### config.mk
export PLATFORM = sky130hd
export DESIGN_NAME = t05_bit_packer
export DESIGN_NICKNAME = d
export VERILOG_FILES = /design/src/rtl/t05_pkg.sv /design/src/rtl/t05_byte_fifo.sv /design/src/rtl/t05_bit_packer.sv
export SDC_FILE = /design/constraint.sdc
export NUM_CORES = 1
export LEC_CHECK = 0
export ABC_AREA = 1
export CORE_MARGIN = 2
export CORE_UTILIZATION = 40
export DETAILED_ROUTE_END_ITERATION = 10
export HOLD_SLACK_MARGIN = 0.08
export SLEW_MARGIN = 10
export SYNTH_ARGS = -nofsm -noshare
export SYNTH_HDL_FRONTEND = slang
export SYNTH_HIERARCHICAL = 1
export SYNTH_SLANG_ARGS = --single-unit
### constraint.sdc
create_clock -name clk -period 2.6 [get_ports clk]
set_clock_uncertainty 0.15 [all_clocks]
set_input_delay 0.52 -clock clk [delete_from_list [all_inputs] [get_ports clk]]
set_output_delay 0.52 -clock clk [all_outputs]
set_load 0.01 [all_outputs]
### src/rtl/t05_pkg.sv
// Shared types and constants for the t05 bit packer and its byte FIFO.
// The packer's optional trailing-CRC feature (T05_PACKER_CRC_EN) uses crc8_byte below.
package t05_pkg;

  typedef enum logic [2:0] {
    IDLE,
    PACK,
    PAD,
    DRAIN,
    DONE
  } packer_state_t;

  localparam logic [3:0] EN_TRANSLATE  = 4'd5;
  localparam logic [3:0] EN_FINISH     = 4'd6;
  localparam logic [3:0] FIN_PACK_DONE = 4'd7;
  localparam logic [7:0] CRC8_POLY     = 8'h07;

  // MSB-first CRC-8 update over one byte
  function automatic logic [7:0] crc8_byte(input logic [7:0] crc, input logic [7:0] data);
    logic [7:0] c;
    c = crc ^ data;
    for (int i = 0; i < 8; i++) begin
      c = c[7] ? ((c << 1) ^ CRC8_POLY) : (c << 1);
    end
    return c;
  endfunction

endpackage

### src/rtl/t05_byte_fifo.sv
// Byte FIFO with a registered head: head always shows the oldest entry and is
// updated at the clock edge, so consumers see no combinational path from pop.
module t05_byte_fifo #(
  parameter int DEPTH = 8
) (
  input  logic       clk,
  input  logic       rst,
  input  logic       push,
  input  logic [7:0] push_data,
  input  logic       pop,
  output logic       full,
  output logic       empty,
  output logic [7:0] head
);
  localparam int AW = $clog2(DEPTH);
  localparam logic [AW:0]   CNT_ONE  = 1;
  localparam logic [AW:0]   CNT_FULL = (AW + 1)'(DEPTH);
  localparam logic [AW-1:0] PTR_ONE  = 1;

  logic [7:0]    mem_q [DEPTH];
  logic [AW-1:0] wr_ptr_q, wr_ptr_d;
  logic [AW-1:0] rd_ptr_q, rd_ptr_d;
  logic [AW:0]   count_q, count_d;
  logic [7:0]    head_q, head_d;
  logic          push_ok, pop_ok;

  assign full  = (count_q == CNT_FULL);
  assign empty = (count_q == '0);
  assign head  = head_q;

  // A push into a full FIFO only succeeds when a pop frees a slot in the same cycle
  assign pop_ok  = pop && !empty;
  assign push_ok = push && (!full || pop_ok);

  always_comb begin
    wr_ptr_d = push_ok ? wr_ptr_q + PTR_ONE : wr_ptr_q;
    rd_ptr_d = pop_ok ? rd_ptr_q + PTR_ONE : rd_ptr_q;
    count_d  = count_q;
    if (push_ok && !pop_ok) begin
      count_d = count_q + CNT_ONE;
    end else if (!push_ok && pop_ok) begin
      count_d = count_q - CNT_ONE;
    end
    head_d = head_q;
    if (count_d != '0) begin
      // The new head is the byte being written when the FIFO drains to it this cycle
      if (push_ok && (rd_ptr_d == wr_ptr_q)) begin
        head_d = push_data;
      end else begin
        head_d = mem_q[rd_ptr_d];
      end
    end
  end

  always_ff @(posedge clk) begin
    if (push_ok) begin
      mem_q[wr_ptr_q] <= push_data;
    end
  end

  always_ff @(posedge clk or posedge rst) begin
    if (rst) begin
      wr_ptr_q <= '0;
      rd_ptr_q <= '0;
      count_q  <= '0;
      head_q   <= 8'h00;
    end else begin
      wr_ptr_q <= wr_ptr_d;
      rd_ptr_q <= rd_ptr_d;
      count_q  <= count_d;
      head_q   <= head_d;
    end
  end

endmodule

### src/rtl/t05_bit_packer.sv
// Packs the serial code-bit stream MSB first into bytes, buffers them and drains on flush.
// Define T05_PACKER_CRC_EN to append a CRC-8 of the popped bytes and expose crc_out.
module t05_bit_packer
  import t05_pkg::*;
#(
  parameter int   FIFO_DEPTH = 8,
  parameter logic PAD_BIT    = 1'b0
) (
  input  logic        clk,
  input  logic        rst,
  input  logic [3:0]  en_state,
  input  logic        bit_in,
  input  logic        bit_valid,
  input  logic        flush,
  output logic [7:0]  byte_out,
  output logic        byte_valid,
  input  logic        byte_ready,
  output logic [31:0] bits_total,
  output logic        overflow,
  output logic        done,
`ifdef T05_PACKER_CRC_EN
  output logic [7:0]  crc_out,
`endif
  output logic [3:0]  fin_state
);

  packer_state_t state_q, state_d;
  logic [7:0]    sr_q, sr_d;
  logic [2:0]    cnt_q, cnt_d;
  logic [31:0]   bits_total_q, bits_total_d;
  logic          overflow_q, overflow_d;

  logic          active, accept;
  logic          push, pop;
  logic [7:0]    push_data;
  logic          fifo_full, fifo_empty;
  logic [3:0]    pad_sh;
  logic [7:0]    pad_byte;

`ifdef T05_PACKER_CRC_EN
  logic [7:0]    crc_q, crc_d;
  logic          crc_sent_q, crc_sent_d;
`endif

  assign active = (en_state == EN_TRANSLATE) || (en_state == EN_FINISH);
  assign pop    = byte_valid && byte_ready;

  // Left-align the partial byte; vacated low positions take PAD_BIT
  assign pad_sh   = 4'd8 - {1'b0, cnt_q};
  assign pad_byte = (sr_q << pad_sh) | (PAD_BIT ? ~(8'hFF << pad_sh) : 8'h00);

  always_comb begin
    state_d      = state_q;
    sr_d         = sr_q;
    cnt_d        = cnt_q;
    bits_total_d = bits_total_q;
    accept       = 1'b0;
    push         = 1'b0;
    push_data    = 8'h00;
`ifdef T05_PACKER_CRC_EN
    crc_sent_d   = crc_sent_q;
`endif

    if (active) begin
      case (state_q)
        IDLE: begin
          if (flush) begin
            state_d = DONE;
          end else if (en_state == EN_TRANSLATE) begin
            state_d = PACK;
            accept  = bit_valid;
          end
        end
        PACK: begin
          accept = bit_valid && (en_state == EN_TRANSLATE);
          if (flush) begin
            state_d = PAD;
          end
        end
        PAD: begin
          if (cnt_q != 3'd0) begin
            push      = 1'b1;
            push_data = pad_byte;
          end
          sr_d    = 8'h00;
          cnt_d   = 3'd0;
          state_d = DRAIN;
        end
        DRAIN: begin
          if (fifo_empty) begin
`ifdef T05_PACKER_CRC_EN
            if (!crc_sent_q) begin
              push       = 1'b1;
              push_data  = crc_q;
              crc_sent_d = 1'b1;
            end else begin
              state_d = DONE;
            end
`else
            state_d = DONE;
`endif
          end
        end
        default: ;
      endcase
    end

    // DONE lasts exactly one cycle regardless of en_state
    if (state_q == DONE) begin
      state_d = IDLE;
`ifdef T05_PACKER_CRC_EN
      crc_sent_d = 1'b0;
`endif
    end

    if (accept) begin
      sr_d         = {sr_q[6:0], bit_in};
      bits_total_d = bits_total_q + 32'd1;
      if (cnt_q == 3'd7) begin
        push      = 1'b1;
        push_data = {sr_q[6:0], bit_in};
        cnt_d     = 3'd0;
      end else begin
        cnt_d = cnt_q + 3'd1;
      end
    end

    overflow_d = overflow_q | (push && fifo_full && !pop);
  end

`ifdef T05_PACKER_CRC_EN
  // The trailing CRC byte itself is not folded into the running CRC
  assign crc_d   = (pop && !crc_sent_q) ? crc8_byte(crc_q, byte_out) : crc_q;
  assign crc_out = crc_q;
`endif

  always_ff @(posedge clk or posedge rst) begin
    if (rst) begin
      state_q      <= IDLE;
      sr_q         <= 8'h00;
      cnt_q        <= 3'd0;
      bits_total_q <= 32'd0;
      overflow_q   <= 1'b0;
`ifdef T05_PACKER_CRC_EN
      crc_q        <= 8'h00;
      crc_sent_q   <= 1'b0;
`endif
    end else begin
      state_q      <= state_d;
      sr_q         <= sr_d;
      cnt_q        <= cnt_d;
      bits_total_q <= bits_total_d;
      overflow_q   <= overflow_d;
`ifdef T05_PACKER_CRC_EN
      crc_q        <= crc_d;
      crc_sent_q   <= crc_sent_d;
`endif
    end
  end

  t05_byte_fifo #(
    .DEPTH(FIFO_DEPTH)
  ) u_fifo (
    .clk      (clk),
    .rst      (rst),
    .push     (push),
    .push_data(push_data),
    .pop      (pop),
    .full     (fifo_full),
    .empty    (fifo_empty),
    .head     (byte_out)
  );

  assign byte_valid = !fifo_empty;
  assign bits_total = bits_total_q;
  assign overflow   = overflow_q;
  assign done       = (state_q == DONE);
  assign fin_state  = (state_q == DONE) ? FIN_PACK_DONE : 4'd0;

endmodule

Yosys cells after proc, flatten, opt, wreduce, memory -nomap -nowiden
Memory sizes are Yosys's and may differ from the RTL's. A register that Yosys moved wholly into a read port is not among the register bits.
Index checks and enable logic that the tools add are counted.
{"block": "totals", "ff_bits": 57, "ramBits": 64, "inputBits": 10, "output_inout_bits": 47, "word_cells": 88, "n_memories": 1}
{"block": "op_classes", "addsub": 7, "n_eq_ne": 11, "shift": 1, "n_mux": 34, "n_bitwise": 1, "n_reduce_logical": 25}
{"name": "u_fifo.mem_q", "words": 8, "width": 8, "read_ports": 1, "rd_ports_with_merged_regs": 1, "write_ports": 1, "line": "t05_byte_fifo.sv:20", "source": "logic [7:0] mem_q [DEPTH];"}
{"op": "two-way mux 8 bit", "n": 8}
{"op": "two-way mux 3 bit", "n": 12}
{"op": "adder 32 x 1 -> 32 bit, second input constant", "n": 1}
{"op": "one-hot mux 3 bit (4 select lines)", "n": 1}
{"op": "two-way mux 1 bit", "n": 10}
{"op": "adder 3 x 1 -> 3 bit, second input constant", "n": 3}
{"op": "equality test 4 x 3 -> 1 bit, second input constant", "n": 2}
{"op": "logical AND 1 bit", "n": 8}
{"op": "two-way mux 4 bit", "n": 2}
{"op": "<< shifter 8 x 4 -> 8 bit", "n": 1}
{"op": "equality test 3 x 2 -> 1 bit, second input constant", "n": 2}
{"op": "equality test 3 bit, second input constant", "n": 2}
{"op": "nonzero test 2 bit", "n": 3}
{"op": "logical NOT 1 bit", "n": 5}
{"op": "AND reduction 5 bit", "n": 1}
{"op": "nonzero test 5 bit", "n": 1}
{"op": "adder 4 x 1 -> 4 bit, second input constant", "n": 1}
{"op": "equality test 4 bit, second input constant", "n": 1}
{"op": "logical NOT 4 bit", "n": 1}
{"op": "inequality test 4 bit, second input constant", "n": 1}
{"op": "nonzero test 4 bit", "n": 1}
{"op": "subtractor 4 x 1 -> 4 bit, second input constant", "n": 1}
{"op": "subtractor 4 x 3 -> 4 bit, first input constant", "n": 1}
{"op": "equality test 3 x 1 -> 1 bit, second input constant", "n": 1}
{"op": "8 further kinds", "n": 9}

Longest topological paths before layout
Gate-level depths: netlist of the first run.
{"block": "depth", "ltp_word": 12, "mapped_depth": 19, "depth_no_buf": 18}

Hierarchy
Netlist of the first run, hierarchy kept.
{"module": "t05_byte_fifo", "n_inst": 1, "cells_each": 413, "area_per_inst_um2": 4017.6, "seq_area_each_um2": 2372.3}
{"module": "t05_bit_packer", "n_inst": 1, "cells_each": 500, "area_per_inst_um2": 3224.3, "seq_area_each_um2": 1176.1}

Worst setup path before layout of the first run
OpenSTA, ideal clock, no wires.
{"block": "synth_path", "path_kind": "in2reg", "from": "in en_state[3]", "to": "mem u_fifo.mem_q[6][0], enable pin", "setup_time_ns": 0.370, "arrival_ns": 2.224, "required_ns": 2.080, "slack_ns": -0.145, "cell_stages": 12, "n_path_buf": 1, "cell_sequence": "inv_1 nand2_1 nor2_1 nand2_1 nor2b_4 buf_6 nand2_4 nand2_2 inv_1 a31oi_4 nand2_1 nor2_1"}
{"block": "synth_between", "elab_chain_cells": 9, "word_cells_on_any_way": 14, "cone_classes": "2 x eq/ne; 9 x mux; 3 x reduce/logical"}
{"element": "from (decl)", "line": "t05_bit_packer.sv:11", "source": "input logic [3:0] en_state,"}
{"element": "equality test 4 x 3 -> 1 bit", "line": "t05_bit_packer.sv:45, t05_bit_packer.sv:69, t05_bit_packer.sv:75"}
{"element": "two-way mux 1 bit", "line": "t05_bit_packer.sv:69", "source": "end else if (en_state == EN_TRANSLATE) begin"}
{"element": "two-way mux 1 bit", "line": "t05_bit_packer.sv:67", "source": "if (flush) begin"}
{"element": "one-hot mux 1 bit (2 select lines)", "line": "t05_bit_packer.sv:65", "source": "case (state_q)"}
{"element": "two-way mux 1 bit", "line": "t05_bit_packer.sv:64", "source": "if (active) begin"}
{"element": "two-way mux 1 bit (*)", "line": "t05_bit_packer.sv:116", "source": "if (accept) begin"}
{"element": "named net push", "line": "t05_bit_packer.sv:34", "source": "logic push, pop;"}
{"element": "logical AND 1 bit (*)", "line": "t05_byte_fifo.sv:33", "source": "assign push_ok = push && (!full || pop_ok);"}
{"element": "two-way mux 1 bit (*)", "line": "t05_byte_fifo.sv:56", "source": "if (push_ok) begin"}
{"element": "two-way mux 1 bit (implied by the code) (*)", "line": "t05_byte_fifo.sv:57", "source": "mem_q[wr_ptr_q] <= push_data;"}
{"element": "to (decl)", "line": "t05_byte_fifo.sv:20"}
Mark *: on every way through the listed nets, which the timed path passes. The rest lies on a longest branch.

Worst setup path after layout of the first run
{"block": "layout_path", "from": "reg state_q[0]", "to": "out fin_state[2]"}
{"block": "layout_between", "elab_chain_cells": 2}
{"element": "from (decl)", "line": "t05_bit_packer.sv:27", "source": "packer_state_t state_q, state_d;"}
{"element": "from (signal assigned)", "line": "t05_bit_packer.sv:149", "source": "state_q <= state_d;"}
{"element": "equality test 3 bit", "line": "t05_bit_packer.sv:178", "source": "assign fin_state = (state_q == DONE) ? FIN_PACK_DONE : 4'd0;"}
{"element": "two-way mux 3 bit", "line": "t05_bit_packer.sv:178"}
{"element": "to (decl)", "line": "t05_bit_packer.sv:24", "source": "output logic [3:0] fin_state"}
No other way between the ends.

==> metrics.txt, run 1 <==
Distinct cells, synth=36; die area=19200 um2; n_diodes=0; met3 Use GR=0.0418; crit path time final=2.49 ns; Hold EP=overflow; CTS tree=yes; final worst setup slack=0.112 ns; clock net sink count=129; Mean Syn Cell Area=7.93 um2; num rows=49; R2R setup slack=0.16 ns; CP Max Fanout=6; Setup TNS=0 ns; DRT iter0 DRCs=422; CTS Root Cell=clkbuf_16; final-report max-slew violation count=0; Routed WL=17900 um; Setup violations, final=0; Top-Level Pins=57; Critical Path AT=1.82 ns; YS warnings=6; H-tree depth=4; CTS Buf Count=17; GR Overflow Total=0; area grow syn2layout=25.0%; drt via density=4.84; Clock Path Buffers=2; fmax=402 MHz; commonest register cell after synthesis=dfrtp_1; Total GRT Usage=0.194; Post-Synthesis Cells=913; maximum number of pins on one net before global-route repair=29; first-pass GRT wire length=29800 um; Post-Synthesis Cell Area=7240 um2; Antenna Violating Nets Remaining=0; Hold Path Class=register to register; routed via count=6110; Worst R2R End=u_fifo/mem_q[1][4]; WL/cell=14.2 um; post-place setup slack=-0.445 ns; part of the cycle the worst path needs=0.957; peak supply drop=0.000664 V; r2r worst-path depth=12; FF/Latch Area=3550 um2; NumNets Final=1039; drt first pass iters=5; GR met2 Demand/Resource=0.308; Pwr Density=962 nW/um2; vias in the first global route=5783; Die H=139 um; Seq cells post-synth=129; static leakage power=4.20 nW; Fillers=1693; Fin. Hold Viols=0; share of cells above drive strength 1=0.139; beginning of the worst hold path=overflow; sequential share of the synthesized area=0.490; Initial Utilization=0.406; port buffer count=55; EDFF count, synth=64; HPWL Detailed=13100 um; Reg clk slew, reported paths=0.06 ns; Max-Cap Viols=0; Worst Hold Depth=2; antenna violations before repair=0; routing usage on met1=0.268; worst relative slew slack=0.501; area occupied by multi-input gates=3100 um2; core box area=17800 um2; Setup CP Type=register to output port; routability congestion estimate=0.891; die width=139 um; CP endpoint kind=output port; status=finished, final reports clean; GRT Max-Usage Layer=met2; data required time at the worst endpoint=1.93 ns; measured slew at the worst slew-check pin=0.747 ns; CP startpoint kind=register; Residual DRC=0; Mapped Nets=932; async set-reset flop share out of synthesis=0.504; Critical R2R Launch=cnt_q[0]; Skew-Pair Late Insertion Delay=0.42 ns
how the worst max path moves through the flow:
stage,endpoint,startpoint,slack (ns)
floorplan,u_fifo/mem_q[0][0],en_state[3],-0.05
global placement,u_fifo/mem_q[2][7],en_state[0],-0.41
detailed placement,u_fifo/head[2],en_state[0],-0.45
CTS,u_fifo/head[7],en_state[0],0.0008
global route,u_fifo/head[2],en_state[0],-0.01
finish,fin_state[2],state_q[0],0.11
where the power goes:
part	switching (mW)	leakage, nW	internal, mW	total (mW)
clock network	0.856	0.255	1.29	2.15
registers	0.241	1.39	2.42	2.66
logic	2.38	2.56	1.52	3.90
total	3.48	4.20	5.23	8.71
timing repair:
item | in CTS | in global routing
setup buffers | 3 | 2
hold buffers | 0 | 0
pin swaps | 1 | 5
resized for setup | 1 | 21
hold endpoints to repair | 0 | 0
endpoints found under the setup margin | 45 | 76
gates cloned | 0 | 1
critical path, cell delays in order (launching register included):
cell and delay, ns:
dfrtp_2 0.45, nor2_1 0.14, nand2_1 0.12, inv_1 0.14, clkdlybuf4s50_1 0.55
kinds of logic after synthesis:
logic type	after synthesis	synth area share
buffers and inverters	155	0.0940
xor gates and xnor gates	20	0.0242
AOI/OAI and AO/OA	36	0.0297
DFF	129	0.490
muxes	1	0.00138
adders and majority gates	9	0.0155
and+or+nand+nor	562	0.345
other	1	0.000518
cells in the final DEF, fill, tap and decap left out, types with 13 or more instances in the layout:
master and count:
clkbuf_16 17, nand3_1 138, o21ai_0 15, xor2_1 18, inv_1 122, nor2_1 71
nand2_2 13, dfrtp_1 64, nor2_2 16, edfxtp_1 64, nand2_1 285, buf_4 47
clkdlybuf4s50_1 54
layout make-up:
cell class	count	area share
Tap cell	229	0.0317
Inverter	130	0.0545
Timing Repair Buffer	112	0.121
Clock inverter	13	0.0108
Clock buffer	19	0.0478
Sequential cell	129	0.392
Multi-Input combinational cell	630	0.342
stage by stage:
| stage | cell area (um2) | std cells | power [mW] | utilization | hold WS, ns |
|---|---|---|---|---|---|
| 6_report | 9050 | 1262 | 8.71 | 0.507 | 0.314 |
| 5_1_grt | 9050 | 1262 | 9.39 | 0.507 | 0.365 |
| 2_1_floorplan | 7260 | 913 | 5.21 | - | 0.309 |
| 4_1_cts | 8960 | 1259 | 8.65 | 0.502 | 0.322 |
| 3_3_place_gp | 8410 | 1224 | 6.44 | 0.471 | 0.310 |
| 3_5_place_dp | 8410 | 1224 | 6.44 | 0.471 | 0.312 |
Yosys cell counts, drive strengths merged (5+ instances only):
master  number  area share
inv        129       0.067
nand2      304        0.17
nand4        6      0.0052
buf         22       0.025
o22ai        7      0.0060
edfxtp      64        0.27
xor2        18       0.022
o21ai       24       0.018
nand3      145        0.10
nand3b      10       0.010
dfrtp       65        0.22
nor2        91       0.053
ha           9       0.016
nor3         5      0.0041
layer usage:
layer / vias up / share of wire
li1: 3122 / -
met1: 2804 / 0.48
met3: 20 / 0.043
met5: - / 0
met4: 0 / 0.016
met2: 164 / 0.46
flip-flops by register name, summed over array words and instances (netlist names):
name	cells
cnt_q	3
bits_total	32
sr_q	8
u_fifo/rd_ptr_q	3
u_fifo/wr_ptr_q	3
u_fifo/count_q	4
u_fifo/head	8
u_fifo/mem_q	64
state_q	3
overflow	1
Power figures use the tool's default switching activity.
==> run 2: changes to the inputs <==
--- a/config.mk
+++ b/config.mk
@@ -15,3 +15,4 @@
 export SYNTH_HDL_FRONTEND = slang
 export SYNTH_HIERARCHICAL = 1
 export SYNTH_SLANG_ARGS = --single-unit
+export TNS_END_PERCENT = 30
==> results of run 2 <==
Same layout as run 1: the final DEF is identical, and so are final timing and power.
